===== src/rtl/lcd_pkg.sv =====
// Shared types, timing defaults and helpers for the LCD bus engine.
package lcd_pkg;

  localparam int unsigned CNT_W    = 8;
  localparam int unsigned DATA_W   = 8;
  localparam int unsigned T_AS_DEF = 2;
  localparam int unsigned T_PW_DEF = 12;
  localparam int unsigned T_H_DEF  = 2;
  localparam int unsigned CNT_MAX  = (1 << CNT_W) - 1;

  typedef enum logic [1:0] {
    ST_IDLE  = 2'd0,
    ST_SETUP = 2'd1,
    ST_PULSE = 2'd2,
    ST_HOLD  = 2'd3
  } lcd_state_e;

  typedef struct packed {
    logic              rs;
    logic              rw;
    logic [DATA_W-1:0] data;
  } lcd_req_t;

  // Timer reload value for a phase of 'cycles' cycles; 0 is treated as 1.
  function automatic logic [CNT_W-1:0] phase_load(input int unsigned cycles);
    int unsigned c;
    c = cycles;
    if (c == 0) c = 1;
    else if (c > CNT_MAX) c = CNT_MAX;
    return CNT_W'(c - 1);
  endfunction

endpackage


===== src/rtl/lcd_phase_timer.sv =====
// Per-phase down-counter: load on start, done once the count reaches zero.
module lcd_phase_timer
  import lcd_pkg::*;
(
  input  logic             clk,
  input  logic             rst,
  input  logic             start_i,
  input  logic [CNT_W-1:0] load_i,
  output logic             done_o
);

  logic [CNT_W-1:0] cnt_q;
  logic             done_q;

  always_ff @(posedge clk or posedge rst) begin
    if (rst) begin
      cnt_q  <= '0;
      done_q <= 1'b1;
    end else if (start_i) begin
      cnt_q  <= load_i;
      done_q <= (load_i == '0);
    end else if (cnt_q != '0) begin
      cnt_q  <= cnt_q - CNT_W'(1);
      done_q <= (cnt_q == CNT_W'(1));
    end
  end

  assign done_o = done_q;

endmodule


===== src/rtl/lcd_bus_engine.sv =====
// HD44780-style LCD bus engine: one request becomes SETUP/PULSE/HOLD phases,
// one phase per byte on the 8-bit bus or two nibble phases in 4-bit mode.
module lcd_bus_engine
  import lcd_pkg::*;
#(
  parameter int unsigned T_AS = T_AS_DEF,
  parameter int unsigned T_PW = T_PW_DEF,
  parameter int unsigned T_H  = T_H_DEF,
  parameter bit          BUS4 = 1'b0
) (
  input  logic              clk,
  input  logic              rst,
  input  logic              req_valid,
  output logic              req_ready,
  input  logic              req_rs,
  input  logic              req_rw,
  input  logic [DATA_W-1:0] req_data,
  output logic              rsp_valid,
  output logic [DATA_W-1:0] rsp_data,
  output logic              lcd_rs,
  output logic              lcd_rw,
  output logic              lcd_en,
  output logic [DATA_W-1:0] lcd_db_out,
  output logic              lcd_db_oe,
  input  logic [DATA_W-1:0] lcd_db_in
);

  localparam logic [CNT_W-1:0] AS_LD = phase_load(T_AS);
  localparam logic [CNT_W-1:0] PW_LD = phase_load(T_PW);
  localparam logic [CNT_W-1:0] H_LD  = phase_load(T_H);

  lcd_state_e        state_q;
  lcd_req_t          req_q;
  logic              nib_q;
  logic [DATA_W-1:0] rd_q;
  logic              ready_q, en_q, rs_q, rw_q, oe_q, rsp_valid_q;
  logic [DATA_W-1:0] db_q, rsp_data_q;

  logic              tmr_start_c;
  logic [CNT_W-1:0]  tmr_load_c;
  logic              tmr_done;

  // Timer reload on every state entry.
  always_comb begin
    tmr_start_c = 1'b0;
    tmr_load_c  = '0;
    case (state_q)
      ST_IDLE:  if (req_valid) begin tmr_start_c = 1'b1; tmr_load_c = AS_LD; end
      ST_SETUP: if (tmr_done)  begin tmr_start_c = 1'b1; tmr_load_c = PW_LD; end
      ST_PULSE: if (tmr_done)  begin tmr_start_c = 1'b1; tmr_load_c = H_LD;  end
      ST_HOLD:  if (tmr_done && BUS4 && !nib_q) begin
        tmr_start_c = 1'b1;
        tmr_load_c  = AS_LD;
      end
      default: ;
    endcase
  end

  lcd_phase_timer u_timer (
    .clk     (clk),
    .rst     (rst),
    .start_i (tmr_start_c),
    .load_i  (tmr_load_c),
    .done_o  (tmr_done)
  );

  always_ff @(posedge clk or posedge rst) begin
    if (rst) begin
      state_q     <= ST_IDLE;
      req_q       <= '0;
      nib_q       <= 1'b0;
      rd_q        <= '0;
      ready_q     <= 1'b1;
      en_q        <= 1'b0;
      rs_q        <= 1'b0;
      rw_q        <= 1'b0;
      oe_q        <= 1'b0;
      db_q        <= '0;
      rsp_valid_q <= 1'b0;
      rsp_data_q  <= '0;
    end else begin
      rsp_valid_q <= 1'b0;
      case (state_q)
        ST_IDLE: begin
          if (req_valid) begin
            req_q   <= '{rs: req_rs, rw: req_rw, data: req_data};
            nib_q   <= 1'b0;
            state_q <= ST_SETUP;
            ready_q <= 1'b0;
            rs_q    <= req_rs;
            rw_q    <= req_rw;
            oe_q    <= !req_rw;
            if (req_rw)    db_q <= '0;
            else if (BUS4) db_q <= {req_data[7:4], 4'h0};
            else           db_q <= req_data;
          end
        end
        ST_SETUP: begin
          if (tmr_done) begin
            state_q <= ST_PULSE;
            en_q    <= 1'b1;
          end
        end
        ST_PULSE: begin
          if (tmr_done) begin
            state_q <= ST_HOLD;
            en_q    <= 1'b0;
            // Capture on the last EN-high cycle; nibbles arrive on DB[7:4].
            if (req_q.rw) begin
              if (!BUS4)      rd_q       <= lcd_db_in;
              else if (!nib_q) rd_q[7:4] <= lcd_db_in[7:4];
              else            rd_q[3:0]  <= lcd_db_in[7:4];
            end
          end
        end
        ST_HOLD: begin
          if (tmr_done) begin
            if (BUS4 && !nib_q) begin
              nib_q   <= 1'b1;
              state_q <= ST_SETUP;
              db_q    <= req_q.rw ? '0 : {req_q.data[3:0], 4'h0};
            end else begin
              state_q <= ST_IDLE;
              ready_q <= 1'b1;
              rs_q    <= 1'b0;
              rw_q    <= 1'b0;
              oe_q    <= 1'b0;
              db_q    <= '0;
              if (req_q.rw) begin
                rsp_valid_q <= 1'b1;
                rsp_data_q  <= rd_q;
              end
            end
          end
        end
        default: state_q <= ST_IDLE;
      endcase
    end
  end

  assign req_ready  = ready_q;
  assign rsp_valid  = rsp_valid_q;
  assign rsp_data   = rsp_data_q;
  assign lcd_rs     = rs_q;
  assign lcd_rw     = rw_q;
  assign lcd_en     = en_q;
  assign lcd_db_out = db_q;
  assign lcd_db_oe  = oe_q;

endmodule


===== config.mk =====
export PLATFORM = sky130hd
export DESIGN_NAME = lcd_bus_engine
export DESIGN_NICKNAME = d
export VERILOG_FILES = /design/src/rtl/lcd_pkg.sv /design/src/rtl/lcd_phase_timer.sv /design/src/rtl/lcd_bus_engine.sv
export SDC_FILE = /design/constraint.sdc
export NUM_CORES = 1
export LEC_CHECK = 0
export CAP_MARGIN = 0
export CORE_ASPECT_RATIO = 0.75
export CORE_UTILIZATION = 66
export DETAILED_ROUTE_END_ITERATION = 7
export DONT_BUFFER_PORTS = 1
export PLACE_DENSITY = 0.82
export SYNTH_ARGS = -nofsm -noshare
export SYNTH_HDL_FRONTEND = slang
export SYNTH_SLANG_ARGS = --single-unit

===== constraint.sdc =====
create_clock -name clk -period 3.7 [get_ports clk]
set_input_delay 1.11 -clock clk [delete_from_list [all_inputs] [get_ports clk]]
set_output_delay 1.11 -clock clk [all_outputs]
set_load 0.005 [all_outputs]

==> metrics.md <==
| Metric | Value |
|---|---|
| TritonCTS clock tree | `done` |
| Sw Share | `0.214` |
| Setup violators final | `0` |
| Syn nets | `roughly 190` |
| Max Slew Vio Count | `0` |
| Post-Route Setup TNS | `0 ns` |
| Ys async rst share | `1.00` |
| Hold crit path type | `reg2reg` |
| P&R area growth vs syn | `6.81%` |
| Clk slew on worst S/H paths | `0.08 ns` |
| Number of enable flip-flop cells after synthesis | `0` |
| Fin nets | `195` |
| Initial antenna violation count | `0` |
| Worst skew pair latency | `approximately 0.29 ns` |
| TritonCTS buffer count | `5` |
| CP Cell Sequence | `inv_1 -> ha_1 -> nand2_1 -> nor3_1 -> a22o_1` |
| Post_cts resized | `0` |
| Post-synth top flop | `dfrtp_1` |
| Core Area | `2680 um^2` |
| Least-Margin Pin Slew | `~1.1 ns` |
| Final Skew | `0.0107 ns` |
| Synth top area share | `0.518` |
| CP required | `about 4 ns` |
| Fmax | `about 0.47 GHz` |
| First-pass GRT wire length | `6280 um` |
| WS Path Type | `reg2reg` |
| Clock Path Buffers | `2` |
| Total Routing Usage GR | `0.267` |
| Status | `finished clean` |
| Synth top area cells | `dfrtp_1 (52%), mux2_2 (10%), ha_1 (6.5%)` |
| Crit path largest cell delay | `0.82 ns` |
| Core Rows | `16` |
| DR vias/cell | `6.42` |
| Die Y | `48.8 um` |
| Post-Syn Instances | `160` |
| Die X | `64.5 um` |
| Sequential area share after synthesis | `0.546` |
| Wire per inst | `18.3 um` |
| GP Congestion | `0.762` |
| CTS H-tree depth | `2` |
| Area after DPL | `between 1500 and 2000 um^2` |
| Slew Limit Headroom | `0.286` |
| Setup Buffers After CTS | `0` |
| Commonest cells in the netlist | `dfrtp_1 (40), mux2_2 (18), a22o_1 (10), ha_1 (10)` |
| Largest net degree at the start of global routing | `43` |
| Initial DRC Count | `126` |
| Crit. End Element | `flip-flop` |
| Synthesized cell area | `1930 um^2` |
| Final wirelength | `~3700 um` |
| Cell taking the most area after synthesis | `dfrtp_1` |
| Int Power | `around 620 uW` |
| Drt first pass iters | `4` |
| Arrival @ worst endpoint | `2.38 ns` |
| I/O Pins | `between 40 and 50` |
| #FFs+latches synth | `42` |
| Clock Root Buffer | `clkbuf_8` |
| Gate power share | `0.017` |
| VDD IR max | `0.000254 V` |
| Avg Cell Area, Syn | `between 10 and 15 um^2` |
| Unrepaired setup endpoints after global routing | `false` |
| Gr ovfl total | `0` |
| Crit-path max FO | `9` |
| Final Cell Area | `2060 um^2` |
| Port Buf Inserts | `0` |
| Net Switching | `168 uW` |
| Final hold vios | `0` |
| Crit share post-route | `0.581` |
| Full die area | `3150 um^2` |
| HPWL after DPL | `2700 um` |
| Max cap viols | `0` |
| Synth warnings | `0` |
| Sequential Power Share | `0.593` |
| Fillers | `186` |
| Cts hold-fix bufs | `0` |
| DRC Markers | `0` |
| CP Launch Type | `flip-flop` |
| Slowest cell on crit path | `nor3_1` |
| Antenna diodes | `0` |
| Most numerous cell in the Yosys netlist | `dfrtp_1` |
| Distinct cell type count after synthesis | `35` |
| Share of cells above drive strength 1 | `0.194` |
| Initial core utilization | `0.720` |
| Minimum clock period | `2.15 ns` |
| Pwr Density | `around 380 nW/um^2` |
| Static Leak | `a little over 0.9 nW` |
| Clk sinks | `42` |
| Routed Antenna Nets | `0` |
| Vias in the first global route | `1327` |
| Clock power frac | `0.390` |
| Via count | `~1300` |
cells by family (layout without fill, tap and decap cells):
group           count (synthesis)  count (layout)  share of synthesized area
compound gates                 41              41                      0.143
xor+xnor                        1               1                    0.00454
flops                          42              42                      0.546
simple gates                   34              34                      0.102
fa+ha+maj                      10              10                     0.0648
mux                            20              20                      0.115
buf+inv                        12              17                     0.0240
layout by cell type, fill, tap and decap left out, drive strengths merged:
cell type	n
nor2	4
o21ai	9
clkbuf	6
o211ai	1
inv	8
mux2i	2
or4	4
o32ai	1
or2	2
a22o	10
clkinv	1
a22oi	1
nand4	1
buf	1
o21a	3
a21oi	9
xnor2	1
o2bb2ai	2
nor3	5
or3b	1
nand3	2
or4b	1
nor2b	3
and2	1
a21o	1
nand2	4
o22ai	2
mux2	18
nor4b	1
dfrtp	40
dfstp	2
ha	10
o31ai	1
a211oi	1
clkinvlp	1
or3	2
nand2b	3
power groups by stage:
stage | Combinational [mW] | Sequential [mW] | Clock [mW]
2_1_floorplan | 0.0108 | 0.474 | 0
3_3_place_gp | 0.0137 | 0.474 | 0
3_5_place_dp | 0.0145 | 0.474 | 0
4_1_cts | 0.0145 | 0.465 | 0.306
5_1_grt | 0.0162 | 0.466 | 0.326
6_report | 0.0137 | 0.465 | 0.306
through the flow:
stage / std cells / total power [mW] / setup WS, ns / hold WS, ns / util
finish: 201 / 0.785 / 1.55 / 0.506 / 0.769
floorplan: 160 / 0.484 / 1.62 / 0.472 / -
CTS: 201 / 0.786 / 1.57 / 0.509 / 0.769
global route: 201 / 0.808 / 1.34 / 0.511 / 0.769
global placement: 193 / 0.487 / 1.57 / 0.480 / 0.733
detailed placement: 193 / 0.489 / 1.41 / 0.492 / 0.733
worst paths after layout:
path                                   startpoint                    endpoint  slack (ns)  cells past startpoint
max                        state_q[0]$_DFFE_PP0P_   lcd_db_out[1]$_DFFE_PP0P_        1.55                      5
min                           rd_q[7]$_DFFE_PP0P_         rd_q[7]$_DFFE_PP0P_        0.51                      1
max reg2reg                state_q[0]$_DFFE_PP0P_   lcd_db_out[1]$_DFFE_PP0P_        1.55                      5
min reg2reg                   rd_q[7]$_DFFE_PP0P_         rd_q[7]$_DFFE_PP0P_        0.51                      1
max in group asynchronous                     rst  u_timer.done_o$_DFFE_PP1P_        2.49                      2
min in group asynchronous                     rst   lcd_db_out[5]$_DFFE_PP0P_        0.85                      2
final cells by class:
cell class / count / area [um^2] / area share
timing repair buffer: 1 / 7.51 / 0.00364
sequential: 42 / 1050 / 0.511
clock buffer: 6 / 82.6 / 0.0400
clock inverter: 2 / 12.5 / 0.00607
multi-input combinational: 106 / 831 / 0.403
inverter: 8 / 30.0 / 0.0146
tap: 36 / 45.0 / 0.0218
metal layers:
layer,routed length [um],track usage
met2,1750,0.416
met1,1580,0.356
met4,72,0.0963
met3,284,0.0841
met5,0,0
sequential cells by signal (all words and copies together) (netlist names), 2 cells and up:
name and cells:
state_q 2, rd_q 8, u_timer.cnt_q 8, lcd_db_out 8, rsp_data 8
critical path, delay by kind of cell, from the launching register on:
family	cells	cell delay, ns
buffers and inverters	1	0.17
and+or+nand+nor	2	0.93
AOI/OAI and AO/OA	1	0.25
adders and majority gates	1	0.32
DFF	1	0.42
(Power assumes the default switching activity.)
